`config.mk`:
```
export PLATFORM = sky130hd
export DESIGN_NAME = hamming_window_reader
export DESIGN_NICKNAME = d
export VERILOG_FILES = /design/src/rtl/hamming_window_pkg.sv /design/src/rtl/hamming_window_delay.sv /design/src/rtl/hamming_window_reader.sv
export SDC_FILE = /design/constraint.sdc
export NUM_CORES = 1
export LEC_CHECK = 0
export ABC_AREA = 1
export BUFFER_PORTS_ARGS = -buffer_cell sky130_fd_sc_hd__buf_2
export CORE_ASPECT_RATIO = 0.5
export CORE_MARGIN = 2
export CORE_UTILIZATION = 58
export CTS_CLUSTER_SIZE = 40
export DETAILED_ROUTE_END_ITERATION = 16
export PLACE_DENSITY_LB_ADDON = 0.15
export SYNTH_ARGS = -nofsm -noshare
export SYNTH_HDL_FRONTEND = slang
export SYNTH_SLANG_ARGS = --single-unit
```
`constraint.sdc`:
```
create_clock -name clk -period 5.6 [get_ports clk]
set_input_delay 1.12 -clock clk [delete_from_list [all_inputs] [get_ports clk]]
set_output_delay 1.12 -clock clk [all_outputs]
set_load 0.005 [all_outputs]
```
`src/rtl/hamming_window_pkg.sv`:
```
// hamming_window_pkg
//   Shared definitions for the Hamming window reader: FSM state encoding
//   and the range of coefficient ROM read latencies the datapath supports.
package hamming_window_pkg;

   typedef enum logic {
      ST_IDLE = 1'b0,
      ST_RUN  = 1'b1
   } state_t;

   // The delay line is sized from the ROM latency; only these depths are
   // supported by the external coefficient ROM.
   localparam int c_ROM_LATENCY_MIN = 1;
   localparam int c_ROM_LATENCY_MAX = 2;

   function automatic bit rom_latency_legal(input int lat);
      return (lat >= c_ROM_LATENCY_MIN) && (lat <= c_ROM_LATENCY_MAX);
   endfunction

endpackage

```
`src/rtl/hamming_window_delay.sv`:
```
// hamming_window_delay
//   Enable-gated shift register that carries accepted samples alongside the
//   coefficient ROM read so both arrive at the multiplier together.
//   clk, rst : clock, asynchronous active-high reset (clears all stages)
//   en       : shift enable (all stages move together)
//   din      : word entering stage 0
//   dout     : word leaving the last stage
module hamming_window_delay #(
   parameter int c_DEPTH = 2,
   parameter int c_WIDTH = 8
) (
   input  logic               clk,
   input  logic               rst,
   input  logic               en,
   input  logic [c_WIDTH-1:0] din,
   output logic [c_WIDTH-1:0] dout
);

   logic [c_DEPTH-1:0][c_WIDTH-1:0] sr_q, sr_d;

   always_comb begin
      sr_d = sr_q;
      if (en) begin
         sr_d[0] = din;
         for (int i = 1; i < c_DEPTH; i++) begin
            sr_d[i] = sr_q[i-1];
         end
      end
   end

   always_ff @(posedge clk or posedge rst) begin
      if (rst) sr_q <= '0;
      else     sr_q <= sr_d;
   end

   assign dout = sr_q[c_DEPTH-1];

endmodule

```
`src/rtl/hamming_window_reader.sv`:
```
// hamming_window_reader
//   Streams frames of 2^c_ADDR_WIDTH signed samples, multiplying each by the
//   Hamming coefficient read from an external ROM at the sample's frame index.
//   clk, rst           : clock, asynchronous active-high reset
//   en                 : run request, honoured only at frame boundaries
//   s_valid/s_ready/s_data : input sample stream
//   m_valid/m_ready/m_data/m_last : windowed output stream, m_last on idx max
//   rom_addr/rom_clk_en/rom_rd_data : external coefficient ROM port
module hamming_window_reader
   import hamming_window_pkg::*;
#(
   parameter int c_ADDR_WIDTH  = 10,
   parameter int c_DATA_WIDTH  = 16,
   parameter int c_COEF_WIDTH  = 16,
   parameter int c_ROM_LATENCY = 2
) (
   input  logic                    clk,
   input  logic                    rst,
   input  logic                    en,
   input  logic                    s_valid,
   output logic                    s_ready,
   input  logic [c_DATA_WIDTH-1:0] s_data,
   output logic                    m_valid,
   input  logic                    m_ready,
   output logic [c_DATA_WIDTH-1:0] m_data,
   output logic                    m_last,
   output logic [c_ADDR_WIDTH-1:0] rom_addr,
   output logic                    rom_clk_en,
   input  logic [c_COEF_WIDTH-1:0] rom_rd_data
);

   if (!rom_latency_legal(c_ROM_LATENCY)) begin : g_bad_latency
      $error("hamming_window_reader: c_ROM_LATENCY must be 1 or 2");
   end

   localparam logic [c_ADDR_WIDTH-1:0] c_IDX_MAX = '1;
   localparam int c_PROD_W = c_DATA_WIDTH + c_COEF_WIDTH;
   localparam int c_DL_W   = c_DATA_WIDTH + 2;
   // Half an LSB of the Q0.c_COEF_WIDTH product, for round-half-up.
   localparam logic signed [c_PROD_W-1:0] c_ROUND = c_PROD_W'(1) << (c_COEF_WIDTH - 1);

   state_t                  state_q, state_d;
   logic [c_ADDR_WIDTH-1:0] idx_q, idx_d;
   logic                    m_valid_q, m_valid_d;
   logic                    m_last_q, m_last_d;
   logic [c_DATA_WIDTH-1:0] m_data_q, m_data_d;

   logic adv, accept, at_last;

   // A held output freezes everything upstream, including the ROM, so the
   // ROM data stays aligned with the delay line.
   assign adv     = !m_valid_q || m_ready;
   assign accept  = s_valid && s_ready;
   assign at_last = (idx_q == c_IDX_MAX);

   assign rom_addr   = idx_q;
   assign rom_clk_en = adv;

   // ---------------- FSM ----------------
   always_ff @(posedge clk or posedge rst) begin
      if (rst) state_q <= ST_IDLE;
      else     state_q <= state_d;
   end

   always_comb begin
      state_d = state_q;
      case (state_q)
         ST_IDLE: if (en) state_d = ST_RUN;
         // en is only looked at as the frame closes, so a frame always completes.
         ST_RUN:  if (accept && at_last && !en) state_d = ST_IDLE;
         default: state_d = ST_IDLE;
      endcase
   end

   always_comb begin
      s_ready = (state_q == ST_RUN) && adv;
   end

   // ---------------- frame index ----------------
   // Natural wrap at 2^c_ADDR_WIDTH returns idx to 0 at every frame end.
   always_comb begin
      idx_d = idx_q;
      if (accept) idx_d = idx_q + 1'b1;
   end

   always_ff @(posedge clk or posedge rst) begin
      if (rst) idx_q <= '0;
      else     idx_q <= idx_d;
   end

   // ---------------- sample delay line ----------------
   logic [c_DL_W-1:0]       dl_in, dl_out;
   logic                    dl_valid, dl_last;
   logic [c_DATA_WIDTH-1:0] dl_data;

   assign dl_in = {accept, at_last, s_data};

   hamming_window_delay #(
      .c_DEPTH (c_ROM_LATENCY),
      .c_WIDTH (c_DL_W)
   ) u_delay (
      .clk  (clk),
      .rst  (rst),
      .en   (adv),
      .din  (dl_in),
      .dout (dl_out)
   );

   assign {dl_valid, dl_last, dl_data} = dl_out;

   // ---------------- window multiply ----------------
   // The coefficient gets zero-extended so the signed multiply treats it as
   // unsigned; the product plus rounding always fits c_PROD_W bits.
   logic signed [c_PROD_W-1:0] samp_ext, coef_ext, rnd_sum;
   logic [c_DATA_WIDTH-1:0]    win;

   assign samp_ext = {{c_COEF_WIDTH{dl_data[c_DATA_WIDTH-1]}}, dl_data};
   assign coef_ext = {{c_DATA_WIDTH{1'b0}}, rom_rd_data};
   assign rnd_sum  = samp_ext * coef_ext + c_ROUND;
   assign win      = c_DATA_WIDTH'(rnd_sum >>> c_COEF_WIDTH);

   // ---------------- output register ----------------
   always_comb begin
      m_valid_d = m_valid_q;
      m_last_d  = m_last_q;
      m_data_d  = m_data_q;
      if (adv) begin
         m_valid_d = dl_valid;
         m_last_d  = dl_valid && dl_last;
         if (dl_valid) m_data_d = win;
      end
   end

   always_ff @(posedge clk or posedge rst) begin
      if (rst) begin
         m_valid_q <= 1'b0;
         m_last_q  <= 1'b0;
         m_data_q  <= '0;
      end else begin
         m_valid_q <= m_valid_d;
         m_last_q  <= m_last_d;
         m_data_q  <= m_data_d;
      end
   end

   assign m_valid = m_valid_q;
   assign m_last  = m_last_q;
   assign m_data  = m_data_q;

endmodule

```
==> reports/metrics.cfg <==
[outcome]
status=finished, violations left
violations=setup timing

[routing]
wire_per_inst_um=17.4
drtAntennaViolNets=0
viasPerCell=5.23
drt_iter0_drc=836
drc=0
num_vias=10100
drt_wl_total_um=33400
firstDrtPassIters=5

[floorplanning]
die_h_um=105
die-area_um2=21400
coreArea_um2=19600
start_util=0.597
die_x_um=205
pin_count=67
rows=36

[yosys]
yosysTopAreaCell=fa_1
syn_inst=1535
syn_area_um2=11700
ys_top_cells_by_area=fa_1 (33%), dfrtp_1 (14%), inv_1 (14%), nand2_1 (13%), ha_1 (12%)
synth-seq-cells=65
ys_seq_area_frac=0.139
yosys.cell_types.count=37
post-synth-top-area-fraction=0.329
syn_avg_cell_area_um2=7.64
yosysWarnings=0
syn_nets=1882

[timing]
max_freq_ghz=0.175
setup_viol_count_final=8
period_share=1.02
slew_headroom=0.514
period_needed_ns=5.71
layout_setup_ws_ns=-0.107
grt_setup_unrepaired=true
worstMarginPinSlew_ns=0.729
skew_ns=0.0167
maxSlewViolCount=0
final_hold_viol_count=0

[clock_network]
cts-root-buf=clkbuf_16
clk_pin_slew_ns=0.06
clk_latency_ns=0.35
clockBufferDepth=2
numCtsBuffers=9
cts_tree=built
clock-sinks=65
h-tree-depth=3
hold_buffers=0

[global_routing]
grt_pass1_wl_um=54300
grt-ovfl-total=0
grt_pass1_vias=10400
grt_usage=0.331
grt_antenna_before_repair=0
grt_max_degree=46

[placed_design]
dp_hpwl_um=27000
gp_congestion=0.971
dpl_cell_area_um2=13100
portBuffers=66

[setup_path]
crit_required_ns=5.82
path_class=input pin to flip-flop
start_kind=input pin
rr_worst_depth=20
path_cells=clkbuf_4 -> nand2_1 -> fa_1 -> fa_2 -> fa_1 -> inv_1 -> fa_1 -> fa_1 -> inv_2 -> fa_1 -> inv_2 -> ha_4 -> nand2_4 -> nor2_4 -> inv_4 -> nor3_4 -> nand3_1 -> nand3_1 -> nand2_1 -> nand3_2 -> nand2_2
slowest_stage=fa_1
cp-end-kind=flip-flop
cp_common_cell=fa_1
rr_startpoint=u_delay.dout[4]
cp_data_arrival_time_ns=5.93
r2r_slack_ns=0
cp_max_fo=7
max_stage_delay_ns=0.58
rr_endpoint=m_data[8]

[job]
max-cap-violations=0

[hold_path]
hold_depth=2
hp-class=flip-flop to flip-flop
hold_start=m_data[5]
holdPathEnd=m_data[5]

[cells_and_area]
final_core_util=0.727
area_growth_pct=21.8
final_cell_area_um2=14300
drive_gt1_frac=0.235
layout.nets=2000
insertedDiodeCount=0
nFillCells=1539

final cells by class:
type	count	area, µm²	share of cell area
repair buffers	174	1380	0.0966
flip-flops and latches	65	1630	0.114
well taps	266	333	0.0233
multi-input cells	977	8980	0.629
inverters	426	1610	0.113
clock buffers	9	225	0.0158
clock inverters	7	125	0.00876
cell usage in the layout (no fill, tap or decap), types with 13 or more instances in the layout:
| cell | instances |
|---|---|
| a21oi_2 | 13 |
| nand3_1 | 34 |
| inv_1 | 383 |
| fa_2 | 16 |
| nand2_1 | 373 |
| a21oi_1 | 15 |
| buf_4 | 101 |
| dfrtp_1 | 64 |
| ha_1 | 103 |
| nand2_2 | 35 |
| inv_2 | 38 |
| buf_2 | 51 |
| fa_1 | 177 |
| o21ai_0 | 38 |
| nor2_4 | 15 |
| nor2_1 | 34 |
timing repair:
action	CTS	global route
gates cloned	1	2
endpoints found under the setup margin	16	16
pin swaps	53	63
resized for setup	101	140
setup buffers	7	0
routing by layer:
| layer | global-route usage | share of wire |
|---|---|---|
| met5 | 0 | 0 |
| met4 | 0.0498 | 0.013 |
| met3 | 0.0873 | 0.11 |
| met2 | 0.494 | 0.42 |
| met1 | 0.494 | 0.45 |
worst max path at each step:
stage / from / end / slack, ns / cells past startpoint
finish: rom_rd_data[14] / m_data[8] / -0.11 / 21
global route: rom_rd_data[14] / m_data[8] / -0.22 / 21
CTS: rom_rd_data[5] / m_data[8] / -0.1 / 22
detailed placement: rom_rd_data[11] / m_data[9] / -0.57 / 21
global placement: rom_rd_data[10] / m_data[14] / -0.58 / 24
floorplan: rom_rd_data[5] / m_data[15] / -0.13 / 26
through the flow:
step / setup slack, ns / hold WS (ns) / TNS, ns / cells
5_1_grt: -0.223 / 0.499 / -2.23 / 1924
6_report: -0.107 / 0.476 / -0.354 / 1924
4_1_cts: -0.0997 / 0.486 / -0.311 / 1922
3_5_place_dp: -0.569 / 0.460 / -8.20 / 1899
2_1_floorplan: -0.131 / 0.442 / -0.763 / 1535
3_3_place_gp: -0.575 / 0.460 / -7.99 / 1899
cell usage after synthesis:
library cell,instances
or2_2,5
nand2_4,1
nand3b_1,4
mux2_2,1
clkinv_1,2
and2_0,1
ha_1,117
nand2_1,418
o21ai_1,1
clkbuf_2,1
nor2_1,57
xnor2_1,10
inv_1,423
or2_1,1
o21bai_1,4
o31ai_1,1
nand3_2,1
o21ai_0,53
xor2_1,5
nor2_8,1
buf_4,1
nor3_1,11
inv_4,1
nand3_1,42
a21o_1,3
o21ai_2,2
a21boi_0,1
clkbuf_1,61
buf_1,1
buf_2,3
nor2_4,3
nor2_2,1
nand4_1,6
dfrtp_1,65
fa_1,193
a21oi_1,33
nand2_2,1
registers in the layout (all words and copies together), names as in the netlist:
| name | count |
|---|---|
| m_data | 16 |
| m_last | 1 |
| m_valid | 1 |
| rom_addr | 10 |
| state_q | 1 |
| u_delay.dout | 18 |
| u_delay.sr_q | 18 |
critical path: cells and delay by family:
family,cells,cell delay [ns]
buffers and inverters,5,0.41
adder cells (fa/ha/maj),7,3.44
AND/OR/NAND/NOR,9,0.95
cell families after synthesis:
group | count (synthesis) | share of synthesized area
AND/OR/NAND/NOR | 553 | 0.192
adder cells (fa/ha/maj) | 310 | 0.454
XOR/XNOR | 15 | 0.0112
AO/OA/AOI/OAI | 98 | 0.0444
multiplexers | 1 | 0.000960
buffers and inverters | 493 | 0.159
flip-flops | 65 | 0.139
Power is not shown: default switching activity piles up to over one toggle a cycle in this logic, so the estimate is an artifact.
